**src/rtl/char_pkg.sv**
```systemverilog
// char_pkg: shared constants and types for the character-match collector.
//   N_CHAR   character slots per plate
//   IDX_W    template index width
//   DIFF_W   difference width
//   IDX_NONE index reported for a slot with no matching template
//   DIFF_MAX all-ones difference (also the "no match" difference)
package char_pkg;

  localparam int unsigned N_CHAR = 7;
  localparam int unsigned IDX_W  = 4;
  localparam int unsigned DIFF_W = 16;
  localparam int unsigned POS_W  = 3;

  localparam logic [IDX_W-1:0]  IDX_NONE = 4'hA;
  localparam logic [DIFF_W-1:0] DIFF_MAX = '1;

  typedef enum logic [1:0] {
    IDLE,
    SCAN,
    EMIT
  } state_t;

  typedef struct packed {
    logic [IDX_W-1:0]  idx;
    logic [DIFF_W-1:0] diff;
  } slot_t;

  localparam slot_t SLOT_INIT = '{idx: IDX_NONE, diff: DIFF_MAX};

endpackage

```
**src/rtl/char_match_pack_if.sv**
```systemverilog
// char_match_pack_if: per-template difference stream feeding char_match_pack.
//   frame_start  plate start pulse (clears all slots)
//   frame_end    plate complete pulse
//   diff_valid   qualifies diff_in / tmpl_idx / char_pos / char_last
//   diff_in      difference of current template vs. current character
//   tmpl_idx     template index of this beat
//   char_pos     character slot of this beat
//   char_last    last template beat for char_pos
//   max_diff     rejection threshold (present only with CHAR_MATCH_THRESH_EN)
// master drives the stream, slave (char_match_pack) consumes it.
interface char_match_pack_if;
  import char_pkg::*;

  logic              frame_start;
  logic              frame_end;
  logic              diff_valid;
  logic [DIFF_W-1:0] diff_in;
  logic [IDX_W-1:0]  tmpl_idx;
  logic [POS_W-1:0]  char_pos;
  logic              char_last;
`ifdef CHAR_MATCH_THRESH_EN
  logic [DIFF_W-1:0] max_diff;

  modport master (
    output frame_start, frame_end, diff_valid, diff_in, tmpl_idx,
           char_pos, char_last, max_diff
  );
  modport slave (
    input  frame_start, frame_end, diff_valid, diff_in, tmpl_idx,
           char_pos, char_last, max_diff
  );
`else
  modport master (
    output frame_start, frame_end, diff_valid, diff_in, tmpl_idx,
           char_pos, char_last
  );
  modport slave (
    input  frame_start, frame_end, diff_valid, diff_in, tmpl_idx,
           char_pos, char_last
  );
`endif

endinterface

```
**src/rtl/char_argmin.sv**
```systemverilog
// char_argmin: running minimum of the difference stream for one character.
//   clk, rst   clock, asynchronous active-high reset
//   clr        re-initialise the running minimum (applied before this beat)
//   vld        beat qualifier
//   last       final beat of this character (included in the result)
//   diff, idx  difference and template index of the beat
//   best_idx   index of the minimum including the current beat
//   best_diff  minimum difference including the current beat
//   done       vld && last: best_* is the finished result for the character
module char_argmin
  import char_pkg::*;
(
  input  logic              clk,
  input  logic              rst,
  input  logic              clr,
  input  logic              vld,
  input  logic              last,
  input  logic [DIFF_W-1:0] diff,
  input  logic [IDX_W-1:0]  idx,
  output logic [IDX_W-1:0]  best_idx,
  output logic [DIFF_W-1:0] best_diff,
  output logic              done
);

  logic [DIFF_W-1:0] min_q, min_d, base_diff;
  logic [IDX_W-1:0]  idx_q, idx_d, base_idx;
  logic              take;

  always_comb begin
    base_diff = clr ? DIFF_MAX : min_q;
    base_idx  = clr ? IDX_NONE : idx_q;
    // Strict compare: ties keep the earlier index, all-ones never loads.
    take      = vld && (diff < base_diff);
    best_diff = take ? diff : base_diff;
    best_idx  = take ? idx  : base_idx;
    done      = vld && last;

    min_d = base_diff;
    idx_d = base_idx;
    if (vld && last) begin
      min_d = DIFF_MAX;
      idx_d = IDX_NONE;
    end else if (vld) begin
      min_d = best_diff;
      idx_d = best_idx;
    end
  end

  always_ff @(posedge clk or posedge rst) begin
    if (rst) begin
      min_q <= DIFF_MAX;
      idx_q <= IDX_NONE;
    end else begin
      min_q <= min_d;
      idx_q <= idx_d;
    end
  end

endmodule

```
**src/rtl/char_match_pack.sv**
```systemverilog
// char_match_pack: collects per-character best template matches for a plate
// and emits them as one packed vector with a single-cycle strobe.
//   clk, rst      clock, asynchronous active-high reset
//   bus           char_match_pack_if.slave difference stream
//   char_index_c  packed best indices, slot 0 at [IDX_W-1:0]
//   char_diff_c   packed best differences, slot 0 at [DIFF_W-1:0]
//   char_valid_c  one-cycle result strobe (cycle after frame_end)
//   err_o         sticky: a beat arrived with char_pos >= N_CHAR
// Optional feature macro CHAR_MATCH_THRESH_EN: a slot whose best difference
// exceeds bus.max_diff reports IDX_NONE (difference still reported).
module char_match_pack
  import char_pkg::*;
(
  input  logic                     clk,
  input  logic                     rst,
  char_match_pack_if.slave         bus,
  output logic [N_CHAR*IDX_W-1:0]  char_index_c,
  output logic [N_CHAR*DIFF_W-1:0] char_diff_c,
  output logic                     char_valid_c,
  output logic                     err_o
);

  state_t                    state_q, state_d;
  slot_t [N_CHAR-1:0]        slot_q, slot_d;
  logic [N_CHAR*IDX_W-1:0]   index_q, index_d;
  logic [N_CHAR*DIFF_W-1:0]  diff_q, diff_d;
  logic                      valid_q, err_q;

  logic              accept, pos_ok, beat, bad, emit;
  logic [IDX_W-1:0]  best_idx, wr_idx;
  logic [DIFF_W-1:0] best_diff;
  logic              am_done;

  // A beat coinciding with frame_start belongs to the new frame, so it is
  // accepted even when the FSM is not yet in SCAN.
  assign accept = bus.diff_valid && ((state_q == SCAN) || bus.frame_start);
  assign pos_ok = 32'(bus.char_pos) < N_CHAR;
  assign beat   = accept && pos_ok;
  assign bad    = accept && !pos_ok;
  assign emit   = (state_q == SCAN) && bus.frame_end;

  char_argmin u_argmin (
    .clk       (clk),
    .rst       (rst),
    .clr       (bus.frame_start),
    .vld       (beat),
    .last      (bus.char_last),
    .diff      (bus.diff_in),
    .idx       (bus.tmpl_idx),
    .best_idx  (best_idx),
    .best_diff (best_diff),
    .done      (am_done)
  );

`ifdef CHAR_MATCH_THRESH_EN
  assign wr_idx = (best_diff > bus.max_diff) ? IDX_NONE : best_idx;
`else
  assign wr_idx = best_idx;
`endif

  always_comb begin
    state_d = state_q;
    unique case (state_q)
      IDLE: if (bus.frame_start) state_d = SCAN;
      SCAN: if (bus.frame_end)   state_d = EMIT;
      EMIT: state_d = bus.frame_start ? SCAN : IDLE;
      default: state_d = IDLE;
    endcase
  end

  // Clear first, then the finishing beat writes; emit samples the result so
  // a char_last coinciding with frame_end lands in the output.
  always_comb begin
    slot_d = slot_q;
    if (bus.frame_start) slot_d = {N_CHAR{SLOT_INIT}};
    for (int unsigned i = 0; i < N_CHAR; i++) begin
      if (am_done && (32'(bus.char_pos) == i)) begin
        slot_d[i].idx  = wr_idx;
        slot_d[i].diff = best_diff;
      end
    end
    index_d = '0;
    diff_d  = '0;
    for (int unsigned i = 0; i < N_CHAR; i++) begin
      index_d[i*IDX_W +: IDX_W]   = slot_d[i].idx;
      diff_d[i*DIFF_W +: DIFF_W]  = slot_d[i].diff;
    end
  end

  always_ff @(posedge clk or posedge rst) begin
    if (rst) begin
      state_q <= IDLE;
      slot_q  <= {N_CHAR{SLOT_INIT}};
      index_q <= {N_CHAR{IDX_NONE}};
      diff_q  <= '1;
      valid_q <= 1'b0;
      err_q   <= 1'b0;
    end else begin
      state_q <= state_d;
      slot_q  <= slot_d;
      valid_q <= emit;
      err_q   <= err_q | bad;
      if (emit) begin
        index_q <= index_d;
        diff_q  <= diff_d;
      end
    end
  end

  assign char_index_c = index_q;
  assign char_diff_c  = diff_q;
  assign char_valid_c = valid_q;
  assign err_o        = err_q;

endmodule

```
**src/flat_wrapper.sv**
```systemverilog
// flat-port wrapper written by rule: the top's interface ports become plain ports
module char_match_pack_flat import char_pkg::*;
  (clk, rst, char_index_c, char_diff_c, char_valid_c, err_o, bus_frame_start, bus_frame_end, bus_diff_valid, bus_diff_in, bus_tmpl_idx, bus_char_pos, bus_char_last);
  char_match_pack_if bus_i ();
  input  logic clk;
  input  logic rst;
  output logic [N_CHAR*IDX_W-1:0] char_index_c;
  output logic [N_CHAR*DIFF_W-1:0] char_diff_c;
  output logic char_valid_c;
  output logic err_o;
  input wire logic [$bits(bus_i.frame_start)-1:0] bus_frame_start;
  input wire logic [$bits(bus_i.frame_end)-1:0] bus_frame_end;
  input wire logic [$bits(bus_i.diff_valid)-1:0] bus_diff_valid;
  input wire logic [$bits(bus_i.diff_in)-1:0] bus_diff_in;
  input wire logic [$bits(bus_i.tmpl_idx)-1:0] bus_tmpl_idx;
  input wire logic [$bits(bus_i.char_pos)-1:0] bus_char_pos;
  input wire logic [$bits(bus_i.char_last)-1:0] bus_char_last;
  assign bus_i.frame_start = bus_frame_start;
  assign bus_i.frame_end = bus_frame_end;
  assign bus_i.diff_valid = bus_diff_valid;
  assign bus_i.diff_in = bus_diff_in;
  assign bus_i.tmpl_idx = bus_tmpl_idx;
  assign bus_i.char_pos = bus_char_pos;
  assign bus_i.char_last = bus_char_last;
  char_match_pack u_core (.clk(clk), .rst(rst), .bus(bus_i), .char_index_c(char_index_c), .char_diff_c(char_diff_c), .char_valid_c(char_valid_c), .err_o(err_o));
endmodule
```
**config.mk**
```make
export PLATFORM = sky130hd
export DESIGN_NAME = char_match_pack_flat
export DESIGN_NICKNAME = d
export VERILOG_FILES = /design/src/rtl/char_pkg.sv /design/src/rtl/char_match_pack_if.sv /design/src/rtl/char_argmin.sv /design/src/rtl/char_match_pack.sv /design/src/flat_wrapper.sv
export SDC_FILE = /design/constraint.sdc
export NUM_CORES = 1
export LEC_CHECK = 0
export ABC_CLOCK_PERIOD_IN_PS = 11300
export BUFFER_PORTS_ARGS = -buffer_cell sky130_fd_sc_hd__buf_2
export CORE_MARGIN = 5
export CORE_UTILIZATION = 30
export CTS_CLUSTER_DIAMETER = 200
export DETAILED_ROUTE_END_ITERATION = 8
export GPL_TIMING_DRIVEN = 0
export SLEW_MARGIN = 10
export SYNTH_ARGS = -nofsm -noshare
export SYNTH_HDL_FRONTEND = slang
export SYNTH_SLANG_ARGS = --single-unit
```
**constraint.sdc**
```tcl
create_clock -name clk -period 11.3 [get_ports clk]
set_input_delay 1.695 -clock clk [delete_from_list [all_inputs] [get_ports clk]]
set_output_delay 1.695 -clock clk [all_outputs]
set_load 0.01 [all_outputs]
```
# Word-level counts from Yosys, hierarchy flattened
# Index checks and enable logic that the tools add are counted.
word_totals:
  reg_bits: 304
  input_bits: 29
op_classes:
  muxes: 20
  n_bitwise: 1
  n_reduce_logical: 18
  order_cmp: 2
  eq_ne: 10
op_table:
  columns: ["op", "n"]
  rows:
  - ["$mux W140", 1]
  - ["$mux W20", 7]
  - ["$mux W16", 4]
  - ["$lt A16 B16 Y1", 1]
  - ["$mux W4", 4]
  - ["$logic_and A1 B1 Y1", 13]
  - ["$eq A3 B3 Y1 const B", 3]
  - ["$eq A3 B2 Y1 const B", 2]
  - ["$pmux W2 S3", 1]
  - ["$mux W2", 2]
  - ["$ne A2 B2 Y1 const B", 2]
  - ["$eq A3 B1 Y1 const B", 1]
  - ["$logic_not A3 Y1", 1]
  - ["$lt A3 B3 Y1 const B", 1]
  - ["$eq A2 B1 Y1 const B", 1]
  - ["$eq A2 B2 Y1 const B", 1]
  - ["$logic_not A2 Y1", 1]
  - ["$reduce_and A2 Y1", 1]
  - ["$logic_not A1 Y1", 1]
  - ["$logic_or A1 B1 Y1", 1]
  - ["$mux W1", 1]
  - ["$or A1 B1 Y1", 1]

# Logic depth before layout (Yosys ltp)
logic_depth:
  ltp_word: 8
  mapped_depth: 12
  mapped_depth_nobuf: 8

# Hierarchy
# Synthesis repeated with hierarchy kept, for this count alone.
unflattened:
  hier_cells: 1280
  area_unflattened_um2: 13153.9
by_module_without_submodules:
  columns: ["module", "area_per_inst_um2", "cells_each", "n_inst"]
  rows:
  - ["char_match_pack", 11318.4, 1088, 1]
  - ["char_argmin", 1835.5, 192, 1]

# Least setup slack after synthesis
# OpenSTA, ideal clock, no wires.
synth_path:
  kind: "input -> register"
  start: "input port bus_frame_start"
  end: "register u_core.slot_q[56] in the netlist's numbering"
  slack_ns: 7.233
  arrival_time_ns: 3.939
  path_stages: 12
  path_buffers: 4
  required_time_ns: 11.172
  path_cell_list: "buf_2 clkbuf_1 nor2_1 ha_1 a21oi_1 o21ai_1 a2111oi_4 o211ai_2 buf_6 mux2i_2 buf_2 o21ai_0"
synth_between:
  elab_chain_cells: 6
  elab_cells_between_ends: 12
  classes_between: "1 x order compare; 5 x mux; 6 x reduce/logical"
synth_lines:
  columns: ["element", "line", "source"]
  rows:
  - ["from (decl)", "flat_wrapper.sv:11", "input wire logic [$bits(bus_i.frame_start)-1:0] bus_frame_start;"]
  - ["branches (longest 5 deep; another with $lt A16 B16 Y1)", null, null]
  - ["$mux W20 (*)", "char_match_pack.sv:77", "if (am_done && (32'(bus.char_pos) == i)) begin"]
  - ["via u_core.index_d[8]", "char_match_pack.sv:25", "logic [N_CHAR*IDX_W-1:0] index_q, index_d;"]
  - ["to (signal assigned)", "char_match_pack.sv:93", "slot_q <= {N_CHAR{SLOT_INIT}};"]
  - ["to (signal assigned)", "char_match_pack.sv:100", "slot_q <= slot_d;"]
  - ["to (decl)", "char_match_pack.sv:24", "slot_t [N_CHAR-1:0] slot_q, slot_d;"]
# Mark *: on every way through the listed nets, which the timed path passes.
# A chain may end at the register's enable or synchronous reset.

# Final worst setup path
layout_path:
  start: "input port bus_frame_start"
  end: "register u_core.diff_q[5], in the netlist u_core.char_diff_c[5]"
layout_between:
  elab_chain_cells: 6
  elab_cells_between_ends: 11
  classes_between: "1 x order compare; 4 x mux; 6 x reduce/logical"
layout_lines:
  columns: ["element", "line", "source"]
  rows:
  - ["branches (longest 5 deep; another with $lt A16 B16 Y1)", null, null]
  - ["$mux W20 (*)", "char_match_pack.sv:77", null]
  - ["to (signal assigned)", "char_match_pack.sv:105", "diff_q <= diff_d;"]
  - ["to (decl)", "char_match_pack.sv:26", "logic [N_CHAR*DIFF_W-1:0] diff_q, diff_d;"]
# Mark *: on every way between the ends.

==> results.sh <==
export IMPL_clockRootBuffer="clkbuf_16"
export IMPL_area_growth_pct=20.3
export IMPL_io_pins=171
export IMPL_grt_pass1_wl_microns=77000
export IMPL_seqPwrFrac_pct=44.4
export IMPL_ys_warnings_count=0
export IMPL_fmax_mhz=205
export IMPL_worstPathArrival_ns=5.31
export IMPL_overflow=0
export IMPL_yosysTopAreaCell="dfstp_2"
export IMPL_setup_ws_ns=6.41
export IMPL_synth_fp_nets=1352
export IMPL_htree_levels=2
export IMPL_pre_cts_ws_ns=5.98
export IMPL_gp_congestion=0.879
export IMPL_tightest_slew_ns=1.11
export IMPL_leakage_nw=5.89
export IMPL_cts_buffers=35
export IMPL_antenna_found_initial=1
export IMPL_dpl_hpwl_microns=35900
export IMPL_drive_gt1_share_pct=38.4
export IMPL_use_met2_pct=33.2
export IMPL_final_nets=1558
export IMPL_async_flop_share_pct=100
export IMPL_crit_path_start_kind="input pin"
export IMPL_synth_top_area_share_pct=51.6
export IMPL_cts_reportedPaths_clkPinSlew_ns=0.05
export IMPL_ys_ff_latch=304
export IMPL_p_comb_share_pct=11.1
export IMPL_drt_wirelength_per_cell_microns=24.5
export IMPL_drv_slew=0
export IMPL_vias=11753
export IMPL_antenna_cells=0
export IMPL_cts_resized=0
export IMPL_hold_class="register to register"
export IMPL_top_usage_layer="met2"
export IMPL_fp_row_count=78
export IMPL_ctsHoldBuffers=0
export IMPL_cap_viol_max_count=0
export IMPL_power_density_nw_per_um2=155
export IMPL_grt_pass1_vias=11847
export IMPL_fin_skew_ns=0.0174
export IMPL_die_w_microns=224
export IMPL_cts_sinks=304
export IMPL_via_per_inst=5.49
export IMPL_core_area_sq_um=45400
export IMPL_drtIter0Drc=1169
export IMPL_portBuffers=167
export IMPL_synth_cell_types=49
export IMPL_fp_dieH_microns=224
export IMPL_final_util_pct=36.5
export IMPL_clkPwrFrac_pct=44.5
export IMPL_syn_avg_cell_area_sq_um=10.5
export IMPL_synth_edf_count=0
export IMPL_netlist_top_cells_count="dfstp_2 (270), a21oi_1 (183), nor3_1 (127), nor2_1 (102), clkbuf_1 (84)"
export IMPL_clk_latency_ns=0.53
export IMPL_cts_tree="yes"
export IMPL_post_cts_buffers=0
export IMPL_drc=0
export IMPL_p_switching_w=0.000698
export IMPL_ir_worst_vdd_mv=0.0945
export IMPL_cp_max_fo=10
export IMPL_grt_setup_unrepaired="no"
export IMPL_slew_headroom_pct=26.0
export IMPL_grt_util_all_layers_pct=20.2
export IMPL_ant_nets=0
export IMPL_drt_wl_total_microns=52400
export IMPL_min_period_over_period_pct=43.3
export IMPL_outcome="completed"
export IMPL_period_minus_slack_ns=4.89
export IMPL_cts_buffer_depth=3
export IMPL_start_util_pct=30.3
export IMPL_synthMostInstantiatedCell="dfstp_2"
export IMPL_hold_viol=0
export IMPL_p_sw_share_pct=27.3
export IMPL_grt_util_met3_pct=3.63
export IMPL_synth_area_sq_um=13800
export IMPL_synthCells=1308
export IMPL_cellInternalPower_w=0.00186
export IMPL_setup_viol=0
export IMPL_drt_first_pass_iters=5
export IMPL_die_area_sq_um=50200
export IMPL_required_ns=11.72
export IMPL_end_kind="register"
export IMPL_synth_area_leaders="dfstp_2 (52%), a21oi_1 (6.7%), dfrtp_1 (6.2%)"
export IMPL_synth_top_flop_cell="dfstp_2"
export IMPL_crit_type="input pin to register"
export IMPL_grt_max_degree=126
export IMPL_grtUsageMet1_pct=26.9
export IMPL_synth_seq_area_share_pct=57.8
final timing paths:
kind | endpoint | cells past startpoint | from | slack [ns]
setup / recovery | u_core.char_diff_c[5]$_DFFE_PP1P_ | 13 | bus_frame_start | 6.41
hold / removal | u_core.err_o$_DFF_PP0_ | 1 | u_core.err_o$_DFF_PP0_ | 0.48
setup reg to reg | u_core.char_diff_c[5]$_DFFE_PP1P_ | 10 | u_core.u_argmin.min_q[14]$_DFF_PP1_ | 7.99
hold reg to reg | u_core.err_o$_DFF_PP0_ | 1 | u_core.err_o$_DFF_PP0_ | 0.48
max in group asynchronous | u_core.char_index_c[9]$_DFFE_PP1P_ | 4 | rst | 8.57
min in group asynchronous | u_core.char_index_c[14]$_DFFE_PP0P_ | 2 | rst | 1.26
metrics by stage:
stage                     setup TNS [ns]  power, W  hold slack (ns)  instances  cell area, sq um
final                                  0   0.00256            0.481       2140             16500
after global routing                   0   0.00264            0.501       2140             16500
after CTS                              0   0.00257            0.486       2140             16500
after detailed placement               0   0.00143            0.472       2077             15400
after global placement            -60.02   0.00143            0.461       2075             15300
after floorplan                        0   0.00130            0.449       1308             13800
layout by cell type (no fill, tap or decap), drive strengths merged:
cell type    n
a2111oi      1
a211oi      74
a21o         1
a21oi      190
a22oi       10
and2b        1
and3         1
and4         2
buf        222
bufinv       2
clkbuf     135
clkinv       8
dfrtp       34
dfstp      270
ha          15
inv         23
mux2         8
mux2i       12
nand2       32
nand2b       3
nand3       18
nand4        8
nor2       107
nor2b        5
nor3       129
nor4        74
nor4b        4
o2111a       1
o2111ai      1
o211ai      11
o21ai       78
o21bai       1
o22ai        1
or2          3
or3          1
or4         54
power by group through the flow:
| stage | logic [W] | clock network, W | registers [W] |
|---|---|---|---|
| 3_5_place_dp | 0.000282 | 0 | 0.00115 |
| 2_1_floorplan | 0.000149 | 0 | 0.00115 |
| 6_report | 0.000285 | 0.00114 | 0.00114 |
| 4_1_cts | 0.000282 | 0.00115 | 0.00114 |
| 5_1_grt | 0.000300 | 0.00120 | 0.00114 |
| 3_3_place_gp | 0.000276 | 0 | 0.00115 |
routing by layer:
layer	wire length (microns)	vias up
li1	-	5207
met2	24800	484
met1	21900	5973
met3	3820	89
met5	0	-
met4	1890	0
worst max-delay path, stage by stage:
cell and delay [ns]:
buf_2 0.14, buf_2 0.32, clkbuf_1 0.41, nor2_1 0.14, ha_1 0.31, a21oi_1 0.18, o21ai_1 0.12, a2111oi_4 0.37
o211ai_2 0.16, buf_6 0.23, mux2i_4 0.53, buf_2 0.53, a21oi_1 0.14
kinds of logic (layout without fill, tap and decap cells):
group           Yosys count  after routing  synth area share, %
compound gates          369            369                 15.7
fa+ha+maj                15             15                 1.36
mux                      20             20                 2.71
buf+inv                 158            390                 5.31
simple gates            442            442                 17.1
flops                   304            304                 57.8
final cells by class:
class                      count  area (sq um)
buffer                       138           656
clock buffer                  50          1010
multi-input combinational    846          5080
fill                        4545         28800
timing repair buffer         169           891
inverter                      20          82.6
sequential                   304          7950
clock inverter                13           128
tap                          600           751
state kept, by name, indices dropped and copies added, names as in the netlist:
signal / cells
u_core.char_diff_c: 112
u_core.err_o: 1
u_core.u_argmin.idx_q: 4
u_core.char_index_c: 28
u_core.u_argmin.min_q: 16
u_core.char_valid_c: 1
u_core.slot_q: 140
u_core.state_q: 2
Power figures use the tool's default switching activity.
